### config.mk
export PLATFORM = sky130hd
export DESIGN_NAME = ula_op_sequencer
export DESIGN_NICKNAME = d
export VERILOG_FILES = /design/src/rtl/ula_op_sequencer.sv
export SDC_FILE = /design/constraint.sdc
export NUM_CORES = 1
export LEC_CHECK = 0
export BUFFER_PORTS_ARGS = -buffer_cell sky130_fd_sc_hd__buf_2
export CAP_MARGIN = 20
export CORE_MARGIN = 3
export CORE_UTILIZATION = 51
export CTS_BUF_LIST = sky130_fd_sc_hd__clkbuf_4 sky130_fd_sc_hd__clkbuf_8
export CTS_CLUSTER_DIAMETER = 150
export DETAILED_ROUTE_END_ITERATION = 6
export PLACE_DENSITY = 0.88
export SETUP_SLACK_MARGIN = 0.5
export SLEW_MARGIN = 5
export SYNTH_ARGS = -nofsm -noshare
export SYNTH_HDL_FRONTEND = slang
export SYNTH_SLANG_ARGS = --single-unit
### constraint.sdc
create_clock -name clk -period 4.45 [get_ports clk]
set_input_delay 0.2225 -clock clk [delete_from_list [all_inputs] [get_ports clk]]
set_output_delay 0.2225 -clock clk [all_outputs]
set_load 0.02 [all_outputs]
### src/rtl/ula_op_sequencer.sv
// ula_op_sequencer: pops one or two operands off the data stack into the ALU,
// writes the ALU result back, and updates the entry count (TOS).
`default_nettype none

module ula_op_sequencer #(
  parameter int DATA_WIDTH = 8,
  parameter int ADDR_WIDTH = 12
) (
  input  logic                  clk,
  input  logic                  rst_n,
  input  logic                  OP_VALID,
  output logic                  OP_READY,
  input  logic [3:0]            OP_SEL,
  input  logic [ADDR_WIDTH-1:0] TOS_IN,
  output logic [ADDR_WIDTH-1:0] STACK_ADDR,
  input  logic [DATA_WIDTH-1:0] STACK_RDATA,
  output logic [DATA_WIDTH-1:0] OPND_OUT,
  output logic                  CTRL_REG_OP1,
  output logic                  CTRL_REG_OP2,
  output logic [3:0]            SEL_ULA,
  input  logic [DATA_WIDTH-1:0] ULA_RESULT_IN,
  output logic                  STACK_WE,
  output logic [DATA_WIDTH-1:0] STACK_WDATA,
  output logic                  CTRL_REG_OVERFLOW,
  output logic                  CTRL_STACK_COMP,
  output logic [ADDR_WIDTH-1:0] TOS_OUT,
  output logic                  TOS_WE,
  output logic                  DONE,
  output logic                  ERR
);

  typedef enum logic [2:0] {
    IDLE = 3'd0,
    POP1 = 3'd1,
    POP2 = 3'd2,
    EXEC = 3'd3,
    FIN  = 3'd4
  } state_t;

  localparam logic [ADDR_WIDTH-1:0] ADDR_ONE = ADDR_WIDTH'(1);
  localparam logic [ADDR_WIDTH-1:0] ADDR_TWO = ADDR_WIDTH'(2);

  state_t                  state, state_nxt;
  logic [3:0]              op_q;
  logic [ADDR_WIDTH-1:0]   tos_q;
  logic                    err_q;

  logic                    accept;
  logic                    in_unary, in_illegal, in_underflow, in_err;
  logic                    op_unary, op_ovf, op_cmp;

  function automatic logic is_unary(input logic [3:0] code);
    return code == 4'b1000;
  endfunction

  function automatic logic is_illegal(input logic [3:0] code);
    return code == 4'b1111;
  endfunction

  // Overflow register tracks only the arithmetic subset of the binary ops.
  function automatic logic is_ovf_op(input logic [3:0] code);
    return code <= 4'b0100;
  endfunction

  function automatic logic is_cmp_op(input logic [3:0] code);
    return (code >= 4'b1001) && (code <= 4'b1110);
  endfunction

  assign accept       = OP_VALID && (state == IDLE);
  assign in_unary     = is_unary(OP_SEL);
  assign in_illegal   = is_illegal(OP_SEL);
  assign in_underflow = in_unary ? (TOS_IN == '0) : (TOS_IN < ADDR_TWO);
  assign in_err       = in_illegal || in_underflow;

  assign op_unary = is_unary(op_q);
  assign op_ovf   = is_ovf_op(op_q);
  assign op_cmp   = is_cmp_op(op_q);

  always_ff @(posedge clk or negedge rst_n) begin
    if (!rst_n) begin
      state <= IDLE;
      op_q  <= 4'b0000;
      tos_q <= '0;
      err_q <= 1'b0;
    end else begin
      state <= state_nxt;
      if (accept) begin
        op_q  <= OP_SEL;
        tos_q <= TOS_IN;
        err_q <= in_err;
      end
    end
  end

  always_comb begin
    state_nxt = state;
    case (state)
      IDLE: if (accept) state_nxt = in_err ? FIN : POP1;
      POP1: state_nxt = op_unary ? EXEC : POP2;
      POP2: state_nxt = EXEC;
      EXEC: state_nxt = FIN;
      FIN:  state_nxt = IDLE;
      default: state_nxt = IDLE;
    endcase
  end

  // Outputs are decoded from state so that reset silences every strobe at once.
  always_comb begin
    OP_READY          = 1'b0;
    STACK_ADDR        = '0;
    OPND_OUT          = '0;
    CTRL_REG_OP1      = 1'b0;
    CTRL_REG_OP2      = 1'b0;
    STACK_WE          = 1'b0;
    STACK_WDATA       = '0;
    CTRL_REG_OVERFLOW = 1'b0;
    CTRL_STACK_COMP   = 1'b0;
    TOS_OUT           = '0;
    TOS_WE            = 1'b0;
    DONE              = 1'b0;
    ERR               = 1'b0;
    case (state)
      IDLE: OP_READY = 1'b1;
      POP1: begin
        STACK_ADDR   = tos_q - ADDR_ONE;
        OPND_OUT     = STACK_RDATA;
        CTRL_REG_OP1 = 1'b1;
      end
      POP2: begin
        STACK_ADDR   = tos_q - ADDR_TWO;
        OPND_OUT     = STACK_RDATA;
        CTRL_REG_OP2 = 1'b1;
      end
      EXEC: begin
        STACK_ADDR        = op_unary ? (tos_q - ADDR_ONE) : (tos_q - ADDR_TWO);
        STACK_WE          = 1'b1;
        STACK_WDATA       = ULA_RESULT_IN;
        CTRL_REG_OVERFLOW = op_ovf;
        CTRL_STACK_COMP   = op_cmp;
      end
      FIN: begin
        DONE = 1'b1;
        ERR  = err_q;
        if (!err_q) begin
          TOS_WE  = 1'b1;
          TOS_OUT = op_unary ? tos_q : (tos_q - ADDR_ONE);
        end
      end
      default: ;
    endcase
  end

  assign SEL_ULA = op_q;

endmodule

`default_nettype wire

# Word-level counts from Yosys, hierarchy flattened
# Index checks and enable logic that the tools add are counted.
[op_classes]
mux = 22
n_lt_le_gt_ge = 4
n_eq_ne = 8
n_reduce_logical = 6
add_sub_neg = 2
[op_table]
columns = ["operator", "count"]
rows = [
  ["$mux W12", 4],
  ["$pmux W12 S3", 1],
  ["$mux W8", 2],
  ["$eq A4 B4 Y1 const B", 3],
  ["$logic_not A12 Y1", 1],
  ["$lt A12 B2 Y1 const B", 1],
  ["$mux W1", 12],
  ["$pmux W3 S4", 1],
  ["$sub A12 B1 Y12 const B", 1],
  ["$sub A12 B2 Y12 const B", 1],
  ["$eq A3 B2 Y1 const B", 2],
  ["$mux W3", 2],
  ["$ge A4 B4 Y1 const B", 1],
  ["$le A4 B3 Y1 const B", 1],
  ["$le A4 B4 Y1 const B", 1],
  ["$eq A3 B1 Y1 const B", 1],
  ["$eq A3 B3 Y1 const B", 1],
  ["$logic_not A3 Y1", 1],
  ["$logic_and A1 B1 Y1", 2],
  ["$ne A2 B2 Y1 const B", 1],
  ["$reduce_or A2 Y1", 1],
  ["$logic_or A1 B1 Y1", 1],
]
[word_totals]
output_inout_bits = 53
in_bits = 35
regBits = 20

# Logic depth before layout (Yosys ltp)
# Gate-level depths: netlist (run 1).
[logic_depth]
depth_word = 6
mapped_depth = 6

# Worst setup path after synthesis (run 1)
# OpenSTA, ideal clock, no wires.
[synth_timing]
path_type = "register -> output"
from = "register op_q[0], in the netlist SEL_ULA[0]"
to = "output port STACK_ADDR[7]"
arrival_ns = 2.131
slack_ns = 2.096
stages_incl_launch_ff = 6
path_cell_list = "dfrtp_1 > or4b_1 > clkbuf_1 > a211o_1 > a31o_2 > a21oi_1"
[synth_between]
elab_chain_len = 3
[synth_lines]
columns = ["element", "line_no", "rtl"]
rows = [
  ["from (decl)", "44", "logic [3:0] op_q;"],
  ["from (signal assigned)", "82", "op_q <= 4'b0000;"],
  ["from (signal assigned)", "88", "op_q <= OP_SEL;"],
  ["$eq A4 B4 Y1", "53", "return code == 4'b1000;"],
  ["$mux W12", "135", "STACK_ADDR = op_unary ? (tos_q - ADDR_ONE) : (tos_q - ADDR_TWO);"],
  ["$pmux W12 S3", "122", "case (state)"],
  ["to (decl)", "15", "output logic [ADDR_WIDTH-1:0] STACK_ADDR,"],
]
# No other way between the ends.

# Final worst setup path (run 1)
[layout_timing]
from = "register op_q[0], in the netlist SEL_ULA[0]"
to = "output port STACK_ADDR[3]"
# Same word-level chain as after synthesis.

==> run metrics, run 1 <==
FF+latch count, synth=20; Worst slew margin=35.9%; sw power=between 0.001 and 0.0015 W; Tcrit/Tclk final=65.2%; Post-Syn Area=about 1800 um2; largest family of logic cells by synthesized area=simple AND/OR/NAND/NOR gates; highest clock rate=between 0.3 and 0.4 GHz; Crit. End Element=output port; register area share after synthesis=between 20% and 30%; Area contributors post-synth=dfrtp_1 (29%), nand2_1 (8.8%), o21ai_0 (5.4%); Synth Area in Compound Gates=about a quarter; Post-synth EDFFs=0; VDD IR-drop max=0.432 mV; Die Wd=approximately 65 um; post-route ant nets=0; CTS Buf Count=3; Gate power share=just over 70%; share of cells above drive strength 1=31.9%; die height=around 65 um; CP Max Fanout=16; Critical Path Start Type=register; clock buffer depth=2; simple-gate share of the synthesized area=36.1%; TNS Setup=0 ns; Placed Area=approximately 2200 um2; Yosys warning total=0; RSZ-0062 raised after global routing=false; static leakage=approximately 1.2 nW; synthesized area per cell=7.31 um2; pwr dens=around 820 nW/um2; DRC=0; WL/cell=13.8 um; largest net degree at the start of global routing=24; most frequent cells in the layout=buf_2 (87), nand2_1 (41), dfrtp_1 (20); cell taking the most area after synthesis=dfrtp_1; initial antenna violation count=0; DP Wirelength=a little under 4000 um; # Post-CTS Setup Buffers=0; IO Port Bufs=87; CTS root buf=clkbuf_4; number of top-level pins=between 80 and 90; hold buffers post-CTS=1; Core ar.=approximately 3200 um2; Req. time, crit path=about 4.2 ns; Core Rows=20; nets@finish=around 360; syn_nets=277; vias after detailed routing=between 2000 and 2500; drt first-iter violations=between 150 and 200; commonest non-fill, non-tap cell in the layout=buf_2; GP Congestion=a little under 1; Worst EP arrival=2.68 ns; Worst R2R Path Depth=4; first-pass GRT wire length=around 8400 um; R2R setup slack=2.40 ns; Clock Latency Late Sink=~0.29 ns; Fillers=288; Cells after Synth=240; synthesis-to-layout area growth=27.5%; Pint=slightly below 0.0008 W; TritonCTS clock tree=done; Starting Density=55.2%; Primary FF master, synth=dfrtp_1; Max-Cap Viols=0; clock transition at the registers of the reported paths=around 0.11 ns; outcome=finished clean; total power=roughly 0.0018 W; Overflow after GRT=0; switch share=about 57%; router iterations before antenna repair=4; Clock Skew=around 0.0045 ns; Critical Path Source=SEL_ULA[0]$_DFFE_PN0P_; reg-to-reg endpoint=tos_q[0]$_DFFE_PN0P_; synth unique cells=51; Final min period=between 2 and 3 ns; worst hold-check path type=in -> reg; htree depth=1; post_cts resized=0; Hold Fails Final Rpt=0; mux share of post-synthesis cell area=0%; Final Hold Slack=around 0.12 ns; Final setup viols=0; drt total wl=between 5000 and 6000 um; Clock Power Share=5.6%; Sink Count=20; worst r2r src=state[0]$_DFFE_PN0P_; final max-slew violation count=0; share of the synthesized area in the top cell type=between 20% and 30%; vias in the first global route=roughly 1900; actual slew at the worst max-slew pin=between 0.9 and 1 ns; GRT Util Overall=roughly 24%; Post-Synth Adder-Cell Area=about 1.4%; end of the critical path=STACK_ADDR[3]; kind of critical path=reg -> out; n_diodes=0; post-synthesis async set-or-reset flop share=100%; Final Instance Area=roughly 2200 um2; DR vias/cell=roughly 5.8; register share of total power=23.8%; area share of xor/xnor cells in the synthesized design=3.99%; Die ar.=4180 um2
==> metrics by stage <==
| stage | worst slack, ns | std cells | utilization [%] |
|---|---|---|---|
| floorplan | 2.10 | 240 | - |
| finish | 1.55 | 364 | 70.4 |
| detailed placement | 1.90 | 359 | 68.9 |
| CTS | 1.57 | 364 | 70.4 |
| global placement | 2.03 | 359 | 68.9 |
| global route | 1.34 | 364 | 70.4 |
==> power by group through the flow <==
stage / clock network, W / registers (W) / logic (W)
2_1_floorplan: 0 / 0.000369 / 0.000980
4_1_cts: 0.000104 / 0.000429 / 0.00129
6_report: 0.000102 / 0.000435 / 0.00129
3_5_place_dp: 0 / 0.000433 / 0.00128
3_3_place_gp: 0 / 0.000424 / 0.00126
5_1_grt: 0.000113 / 0.000459 / 0.00141
==> sequential cells by signal (all words and copies together) (netlist names) <==
name and count:
state 3, tos_q 12, err_q 1, SEL_ULA 4
==> synth_stat cells, types with 3 or more instances <==
cell type  count
a211oi_1       3
a21oi_1       11
a22oi_1        3
a31o_2         3
a31oi_1        3
and2_1        10
and3_1         9
clkbuf_1      10
dfrtp_1       20
inv_1         11
nand2_1       41
nand2b_1       5
nand3_1        8
nand4_1        5
nor2_1        18
nor3_1         7
nor4_1         5
o211ai_1       3
o21ai_0       19
o22ai_1        3
or3_1          3
xnor2_1        4
xor2_1         4
==> worst max-delay path, stage by stage (launching register included) <==
cell	delay, ns
dfrtp_1	0.46
or4b_1	0.82
o21ai_0	0.57
a21boi_0	0.18
o21a_1	0.21
buf_2	0.16
==> logic make-up (layout without fill, tap and decap cells) <==
family	count (synthesis)	count (layout)
simple gates	122	122
compound gates	64	64
buf+inv	24	104
flops	20	20
xor+xnor	8	8
fa+ha+maj	2	2
==> worst min path at each step <==
stage,from,cells after the start,endpoint
6_report,TOS_IN[4],3,tos_q[4]$_DFFE_PN0P_
3_5_place_dp,rst_n,1,tos_q[8]$_DFFE_PN0P_
2_1_floorplan,rst_n,0,SEL_ULA[0]$_DFFE_PN0P_
4_1_cts,TOS_IN[4],3,tos_q[4]$_DFFE_PN0P_
3_3_place_gp,rst_n,1,tos_q[8]$_DFFE_PN0P_
5_1_grt,TOS_IN[4],3,tos_q[4]$_DFFE_PN0P_
==> cell type report <==
cell class                 instances  area [um2]  area share, %
sequential                        20         500           22.4
clock buffer                       4        36.3           1.62
timing repair buffer              88         445           19.9
inverter                          12        45.0           2.01
multi-input combinational        196        1150           51.6
tap                               44        55.1           2.46
==> routing by layer <==
metal / global-route usage, % / vias up / wire length, um
met5: 0 / - / 0
met4: 4.49 / 0 / 46
met2: 42.4 / 92 / 2380
li1: - / 1027 / -
met3: 2.08 / 9 / 405
met1: 33.3 / 967 / 2170
No activity file was read; power rests on OpenSTA's default activity.
==> inputs of run 2 (changes only) <==
--- a/config.mk
+++ b/config.mk
@@ -5,14 +5,15 @@
 export SDC_FILE = /design/constraint.sdc
 export NUM_CORES = 1
 export LEC_CHECK = 0
+export ABC_AREA = 1
 export BUFFER_PORTS_ARGS = -buffer_cell sky130_fd_sc_hd__buf_2
 export CAP_MARGIN = 20
 export CORE_MARGIN = 3
-export CORE_UTILIZATION = 51
+export CORE_UTILIZATION = 48
 export CTS_BUF_LIST = sky130_fd_sc_hd__clkbuf_4 sky130_fd_sc_hd__clkbuf_8
 export CTS_CLUSTER_DIAMETER = 150
 export DETAILED_ROUTE_END_ITERATION = 6
-export PLACE_DENSITY = 0.88
+export PLACE_DENSITY = 0.83
 export SETUP_SLACK_MARGIN = 0.5
 export SLEW_MARGIN = 5
 export SYNTH_ARGS = -nofsm -noshare
==> constraint.sdc (replaced) <==
create_clock -name clk -period 2.7 [get_ports clk]
set_input_delay 0.135 -clock clk [delete_from_list [all_inputs] [get_ports clk]]
set_output_delay 0.135 -clock clk [all_outputs]
set_load 0.02 [all_outputs]
==> run metrics, run 2 <==
outcome=finished clean (unchanged); Clock Skew=0.00122 ns (was 0.00449 ns); Post-synth EDFFs=0 (unchanged); clock buffer depth=2 (unchanged); R2R setup slack=1.38 ns (was 2.40 ns); most frequent cells in the layout=buf_2 (87), nand2_1 (79), inv_1 (51) (was buf_2 (87), nand2_1 (41), dfrtp_1 (20)); drt first-iter violations=155 (was 180); Tcrit/Tclk final=roughly 75%; RSZ-0062 raised after global routing=false (unchanged); drt total wl=4790 um (was 5010 um); htree depth=1 (unchanged); share of cells above drive strength 1=30.5% (was 31.9%); post-route ant nets=0 (unchanged); share of the synthesized area in the top cell type=27.8% (was 28.5%); register share of total power=21.7% (was 23.8%); worst hold-check path type=in -> reg (unchanged); Pint=0.00120 W (was 0.000783 W); Cells after Synth=295 (was 240); Final setup viols=0 (unchanged); slowest stage delay, CP=0.43 ns (was 0.82 ns); static leakage=1.44 nW (was 1.16 nW); commonest non-fill, non-tap cell in the layout=buf_2 (unchanged); n_diodes=0 (unchanged); Area contributors post-synth=dfrtp_1 (28%), nand2_1 (16%), inv_1 (11%) (was dfrtp_1 (29%), nand2_1 (8.8%), o21ai_0 (5.4%)); DP Wirelength=3930 um (was 3960 um); WL/cell=11.2 um (was 13.8 um); first-pass GRT wire length=7690 um (was 8400 um); worst r2r src=state[1]$_DFFE_PN0P_ (was state[0]$_DFFE_PN0P_); synth unique cells=29 (was 51); cell seen most often among critical-path stages=inv_1; max FFs per register=12 (unchanged); vias in the first global route=1718 (was 1863); highest clock rate=slightly below 0.5 GHz; GRT Util Overall=21.5% (was 24.4%); FF+latch count, synth=20 (unchanged); CTS Buf Count=3 (unchanged); Primary FF master, synth=dfrtp_1 (unchanged); syn_nets=332 (was 277); Post-Syn Area=1800 um2 (was 1750 um2); cell taking the most area after synthesis=dfrtp_1 (unchanged); Worst R2R Path Depth=6 (was 4); IO Port Bufs=87 (unchanged); largest net degree at the start of global routing=23 (was 24); slowest stage cell on the critical path=dfrtp_1 (was or4b_1); Crit. End Element=output port (unchanged); vias after detailed routing=2051 (was 2095); initial antenna violation count=0 (unchanged); Starting Density=51.9% (was 55.2%); top cells by count, synth=nand2_1 (79), inv_1 (52), nor2_1 (39) (was nand2_1 (41), dfrtp_1 (20), o21ai_0 (19)); GP Congestion=0.916 (was 0.969); TNS Setup=0 ns (unchanged); kind of critical path=reg -> out (unchanged); CTS root buf=clkbuf_8 (was clkbuf_4); Final min period=2.02 ns; synthesized area per cell=6.10 um2 (was 7.31 um2); VDD IR-drop max=0.710 mV (was 0.432 mV); DR vias/cell=4.81 (was 5.76); Clock Latency Late Sink=0.25 ns (was 0.29 ns); TritonCTS clock tree=done (unchanged); die height=67.2 um (was 64.6 um); critical-path cell list=inv_1 -> ha_2 -> nand2_1 -> nor2_1 -> xor2_1 -> o21bai_1 -> inv_1 -> buf_2 (was or4b_1 -> o21ai_0 -> a21boi_0 -> o21a_1 -> buf_2); Critical Path Start Type=register (unchanged); Worst slew margin=71.2% (was 35.9%); Die ar.=4520 um2 (was 4180 um2); CP Max Fanout=5 (was 16); DRC=0 (unchanged); post-synthesis async set-or-reset flop share=100% (unchanged); final max-slew violation count=0 (unchanged); nets@finish=419 (was 358); Sink Count=20 (unchanged); Min-Delay Endpoint=tos_q[4]$_DFFE_PN0P_ (unchanged); reg-to-reg endpoint=tos_q[9]$_DFFE_PN0P_ (was tos_q[0]$_DFFE_PN0P_); hold path start=TOS_IN[4] (unchanged); Req. time, crit path=2.57 ns (was 4.23 ns); most common cell in the netlist=nand2_1 (unchanged); synthesis-to-layout area growth=28.9% (was 27.5%); post-layout util=66.9% (was 70.4%); actual slew at the worst max-slew pin=0.432 ns (was 0.960 ns); # Post-CTS Setup Buffers=0 (unchanged); Yosys warning total=0 (unchanged); Max-Cap Viols=0 (unchanged); switch share=58.7% (was 57.2%); Hold Fails Final Rpt=0 (unchanged); Overflow after GRT=0 (unchanged); Core Rows=21 (was 20); Top reg by flops=tos_q (unchanged); number of top-level pins=88 (unchanged); pwr dens=1250 nW/um2 (was 817 nW/um2); Clock Power Share=6.5% (was 5.6%); WHS Path Cells=3 (unchanged); Gate power share=71.7% (was 70.7%); Worst EP arrival=1.88 ns (was 2.68 ns); register area share after synthesis=27.8% (was 28.5%); Die Wd=67.2 um (was 64.6 um); clock transition at the registers of the reported paths=0.07 ns (was 0.11 ns); router iterations before antenna repair=4 (unchanged); sw power=0.00170 W (was 0.00105 W); Core ar.=3470 um2 (was 3180 um2)
-- run 2: cells by family after synthesis --
logic type | Yosys count | share of synthesized area (%)
xor gates and xnor gates | 10 | 4.86
and+or+nand+nor | 149 | 35.0
DFF | 20 | 27.8
adders and majority gates | 2 | 1.39
AOI/OAI and AO/OA | 50 | 16.5
buffers and inverters | 64 | 14.5
-- run 2: worst max-delay path by stage --
stage                                 from             to  slack (ns)  depth (start not counted)
finish                tos_q[0]$_DFFE_PN0P_     TOS_OUT[8]        0.68                          8
global route        SEL_ULA[1]$_DFFE_PN0P_  STACK_ADDR[4]        0.52                          9
CTS                   state[2]$_DFFE_PN0P_  STACK_ADDR[4]        0.52                          6
detailed placement    state[2]$_DFFE_PN0P_  STACK_ADDR[4]        0.81                          6
global placement      state[2]$_DFFE_PN0P_  STACK_ADDR[4]        0.84                          6
floorplan             state[2]$_DFFE_PN0P_  STACK_ADDR[1]        1.04                          5
-- run 2: cell type report --
type | count | area [um2]
multi-input combinational | 211 | 1060
clock buffer | 3 | 41.3
sequential | 20 | 500
tap | 46 | 57.6
timing repair buffer | 88 | 445
fill | 338 | 1150
inverter | 58 | 220
-- run 2: critical path, delay by kind of cell (launching register included) --
| kind | cells | cell delay, ns |
|---|---|---|
| and+or+nand+nor | 2 | 0.24 |
| adders and majority gates | 1 | 0.27 |
| DFF | 1 | 0.43 |
| xor gates and xnor gates | 1 | 0.21 |
| buffers and inverters | 3 | 0.38 |
| AOI/OAI and AO/OA | 1 | 0.11 |
-- run 2: routing by layer --
layer  up-vias  track usage (%)  wire, um
met1       886             32.4      2180
met4         0             5.57        49
li1       1084                -         -
met2        75             32.8      2250
met3         6             2.00       315
met5         -                0         0
-- run 2: what timing repair did --
action | in CTS | in global routing
hold buffers | 1 | 0
setup endpoints to repair | 0 | 14
hold endpoints to repair | 20 | 0
gates resized for setup | 0 | 5
-- run 2: metrics by stage --
step	power, W	instance area [um2]	setup slack (ns)	hold slack [ns]	std cells
6_report	0.00290	2320	0.681	0.0875	426
2_1_floorplan	0.00211	1800	1.04	-0.161	295
4_1_cts	0.00288	2300	0.524	0.0889	426
3_3_place_gp	0.00266	2250	0.837	0.101	422
3_5_place_dp	0.00268	2250	0.807	0.100	422
5_1_grt	0.00318	2320	0.525	0.0861	426
-- run 2: power groups by stage --
| stage | combinational (W) | clock [W] | sequential [W] |
|---|---|---|---|
| floorplan | 0.00150 | 0 | 0.000608 |
| finish | 0.00208 | 0.000190 | 0.000631 |
| global placement | 0.00205 | 0 | 0.000613 |
| global route | 0.00232 | 0.000205 | 0.000654 |
| detailed placement | 0.00206 | 0 | 0.000623 |
| CTS | 0.00207 | 0.000192 | 0.000618 |
==> inputs of run 3 (changes only) <==
--- a/config.mk
+++ b/config.mk
@@ -5,15 +5,15 @@
 export SDC_FILE = /design/constraint.sdc
 export NUM_CORES = 1
 export LEC_CHECK = 0
-export ABC_AREA = 1
+export ABC_AREA = 0
 export BUFFER_PORTS_ARGS = -buffer_cell sky130_fd_sc_hd__buf_2
 export CAP_MARGIN = 20
 export CORE_MARGIN = 3
-export CORE_UTILIZATION = 48
+export CORE_UTILIZATION = 43
 export CTS_BUF_LIST = sky130_fd_sc_hd__clkbuf_4 sky130_fd_sc_hd__clkbuf_8
 export CTS_CLUSTER_DIAMETER = 150
 export DETAILED_ROUTE_END_ITERATION = 6
-export PLACE_DENSITY = 0.83
+export PLACE_DENSITY = 0.79
 export SETUP_SLACK_MARGIN = 0.5
 export SLEW_MARGIN = 5
 export SYNTH_ARGS = -nofsm -noshare
==> constraint.sdc (replaced) <==
create_clock -name clk -period 1.7 [get_ports clk]
set_input_delay 0.085 -clock clk [delete_from_list [all_inputs] [get_ports clk]]
set_output_delay 0.085 -clock clk [all_outputs]
set_load 0.02 [all_outputs]
==> run metrics, run 3 <==
top cells by count, synth=nand2_1 (41), dfrtp_1 (20), o21ai_0 (19) (was nand2_1 (79), inv_1 (52), nor2_1 (39)); clock buffer depth=2 (unchanged); share of the synthesized area in the top cell type=28.5% (was 27.8%); die height=69.9 um (was 67.2 um); # Post-CTS Setup Buffers=18 (was 0); syn_nets=277 (was 332); Post-synth EDFFs=0 (unchanged); post_cts resized=183 (was 0); number of top-level pins=88 (unchanged); outcome=stopped before the end (was finished clean); CTS root buf=clkbuf_8 (unchanged); hold buffers post-CTS=1 (unchanged); most common cell in the netlist=nand2_1 (unchanged); cell taking the most area after synthesis=dfrtp_1 (unchanged); Cells after Synth=240 (was 295); Yosys warning total=0 (unchanged); DP Wirelength=5030 um (was 3930 um); Area contributors post-synth=dfrtp_1 (29%), nand2_1 (8.8%), o21ai_0 (5.4%) (was dfrtp_1 (28%), nand2_1 (16%), inv_1 (11%)); synthesized area per cell=7.31 um2 (was 6.10 um2); Post-Syn Area=1750 um2 (was 1800 um2); dpl ws=-0.393 ns (was 0.807 ns); Die Wd=69.9 um (was 67.2 um); IO Port Bufs=87 (unchanged); last step reached=clock tree synthesis (4_1_cts); first error=[ERROR DPL-0033] detailed placement checks failed during check placement.; FF+latch count, synth=20 (unchanged); post-synthesis async set-or-reset flop share=100% (unchanged); GP Congestion=0.940 (was 0.916); Placed Instances=412 (was 422); htree depth=1 (unchanged); Primary FF master, synth=dfrtp_1 (unchanged); CTS Buf Count=3 (unchanged); Sink Count=20 (unchanged); Core Rows=22 (was 21); synth unique cells=51 (was 29); register area share after synthesis=28.5% (was 27.8%); Starting Density=46.2% (was 51.9%)
==> run 3: cell families after synthesis <==
logic type,Yosys count,synth area share [%]
xor gates and xnor gates,8,3.99
AOI/OAI and AO/OA,64,24.3
DFF,20,28.5
adders and majority gates,2,1.43
buffers and inverters,24,5.63
and+or+nand+nor,122,36.1
==> run 3: per-stage QoR <==
stage / hold WS [ns] / utilization [%] / cell area (um2)
floorplan: -0.211 / - / 2090
global placement: 0.0443 / 74.0 / 2810
detailed placement: 0.0508 / 74.0 / 2810
==> inputs of run 4 (changes only) <==
--- a/config.mk
+++ b/config.mk
@@ -9,12 +9,9 @@
 export BUFFER_PORTS_ARGS = -buffer_cell sky130_fd_sc_hd__buf_2
 export CAP_MARGIN = 20
 export CORE_MARGIN = 3
-export CORE_UTILIZATION = 43
-export CTS_BUF_LIST = sky130_fd_sc_hd__clkbuf_4 sky130_fd_sc_hd__clkbuf_8
-export CTS_CLUSTER_DIAMETER = 150
+export CORE_UTILIZATION = 37
 export DETAILED_ROUTE_END_ITERATION = 6
-export PLACE_DENSITY = 0.79
-export SETUP_SLACK_MARGIN = 0.5
+export PLACE_DENSITY_LB_ADDON = 0.15
 export SLEW_MARGIN = 5
 export SYNTH_ARGS = -nofsm -noshare
 export SYNTH_HDL_FRONTEND = slang
==> constraint.sdc (replaced) <==
create_clock -name clk -period 2.2 [get_ports clk]
set_input_delay 0.11 -clock clk [delete_from_list [all_inputs] [get_ports clk]]
set_output_delay 0.11 -clock clk [all_outputs]
set_load 0.02 [all_outputs]
==> run metrics, run 4 (synthesis gave the netlist of run 1 again) <==
TritonCTS clock tree=done; DRC=0; router iterations before antenna repair=5; Worst R2R Path Depth=5; post-route ant nets=0; Tcrit/Tclk final=107%; WL met3=361 um; static leakage=~1.4 nW; Clock Skew=approximately 0.0048 ns; commonest non-fill, non-tap cell in the layout=buf_2; most frequent cells in the layout=buf_2 (78), nand2_1 (41), buf_4 (30); n_diodes=0; drt total wl=roughly 6000 um; IO Port Bufs=87 (unchanged); nets@finish=~400; final worst slack=-0.145 ns; met2 routed WL=2820 um; Fillers=roughly 430; CTS root buf=clkbuf_8 (unchanged); max FFs per register=12; Die ar.=around 5600 um2; register area=roughly 500 um2; violated checks=negative setup slack; die height=74.9 um (was 69.9 um); Crit. End Element=output port; max layer used=met4; Top reg by flops=tos_q; R2R setup slack=0.64 ns; met1 WL=between 2000 and 3000 um; Core Rows=24 (was 22); outcome=finished with violations (was stopped before the end); actual slew at the worst max-slew pin=between 0.5 and 0.6 ns; Core ar.=4470 um2; Sink Count=20 (unchanged); area of the multi-input gates=roughly 1300 um2; Max-Cap Viols=0; WHS Path Cells=3; Hold Fails Final Rpt=0; RSZ-0062 raised after global routing=true; Final setup viols=6; Final Instance Area=about 2700 um2; clock transition at the registers of the reported paths=0.07 ns; Placed Area=2410 um2 (was 2810 um2); final max-slew violation count=0; Critical Path Start Type=register; vias after detailed routing=between 2000 and 2500; Req. time, crit path=about 2.1 ns; GRT Util Overall=a little over a fifth; Die Wd=74.9 um (was 69.9 um); pwr dens=1720 nW/um2; highest clock rate=0.426 GHz; VDD IR-drop max=0.613 mV; GP Congestion=0.978 (was 0.940); clock buffer depth=2 (unchanged); first-pass GRT wire length=9270 um; CP Max Fanout=4; Final min period=2.35 ns; drt first-iter violations=~120; Worst slew margin=65.5%; number of top-level pins=88 (unchanged); worst hold-check path type=in -> reg; htree depth=1 (unchanged); WL/cell=14.7 um; largest net degree at the start of global routing=24; synthesis-to-layout area growth=54.5%; CTS Buf Count=3 (unchanged); share of cells above drive strength 1=45.5%; initial antenna violation count=0; Overflow after GRT=0; Clock Latency Late Sink=0.26 ns; DR vias/cell=between 5 and 6; Worst EP arrival=~2.2 ns; Starting Density=39.2% (was 46.2%); TNS Setup=-0.420 ns; DP Wirelength=4480 um (was 5030 um); vias in the first global route=1972; kind of critical path=reg -> out
[run 4: where the power goes]
group	total (W)	switching (W)	internal (W)
Sequential	0.000765	0.000218	0.000547
Clock	0.000280	0.000121	0.000159
Combinational	0.00363	0.00209	0.00154
[run 4: routing by layer]
layer	global-route usage (%)	vias to the layer above
li1	-	1092
met1	30.3	1023
met2	33.2	92
met3	2.14	9
met4	5.93	0
met5	0	-
[run 4: final timing paths]
kind | startpoint | end
min reg2reg | err_q$_DFFE_PN0P_ | err_q$_DFFE_PN0P_
max in group asynchronous | rst_n | state[0]$_DFFE_PN0P_
max | tos_q[8]$_DFFE_PN0P_ | STACK_ADDR[11]
max reg2reg | SEL_ULA[0]$_DFFE_PN0P_ | state[0]$_DFFE_PN0P_
min in group asynchronous | rst_n | tos_q[9]$_DFFE_PN0P_
min | TOS_IN[5] | tos_q[5]$_DFFE_PN0P_
[run 4: critical path, stage by stage (launching register included)]
cell,delay [ns]
dfrtp_1,0.38
or4_4,0.54
or3_4,0.40
a21o_2,0.20
a221oi_2,0.26
buf_4,0.19
[run 4: what timing repair did]
item                                    CTS  global route
pin swaps                                 6            20
hold endpoints to repair                 20             0
gates resized for setup                  17            32
buffers inserted                          2             5
hold buffers                              1             0
endpoints found under the setup margin   11            16
[run 4: cell type report]
cell class,count,area share [%]
Multi-Input combinational cell,196,47.6
Timing Repair Buffer,120,27.7
Sequential cell,20,18.6
Tap cell,52,2.40
Clock buffer,4,2.03
Inverter,12,1.71
[run 4: per-stage QoR]
stage          setup WS (ns)  hold WS (ns)  total power (W)  utilization (%)  std cells
5_1_grt               -0.198        0.0666          0.00502             60.6        404
2_1_floorplan        0.00503        -0.186          0.00275                -        240
3_5_place_dp           0.108        0.0889          0.00387             53.8        393
4_1_cts               -0.137        0.0530          0.00429             56.7        400
6_report              -0.145        0.0543          0.00467             60.6        404
3_3_place_gp           0.142        0.0884          0.00385             53.8        393
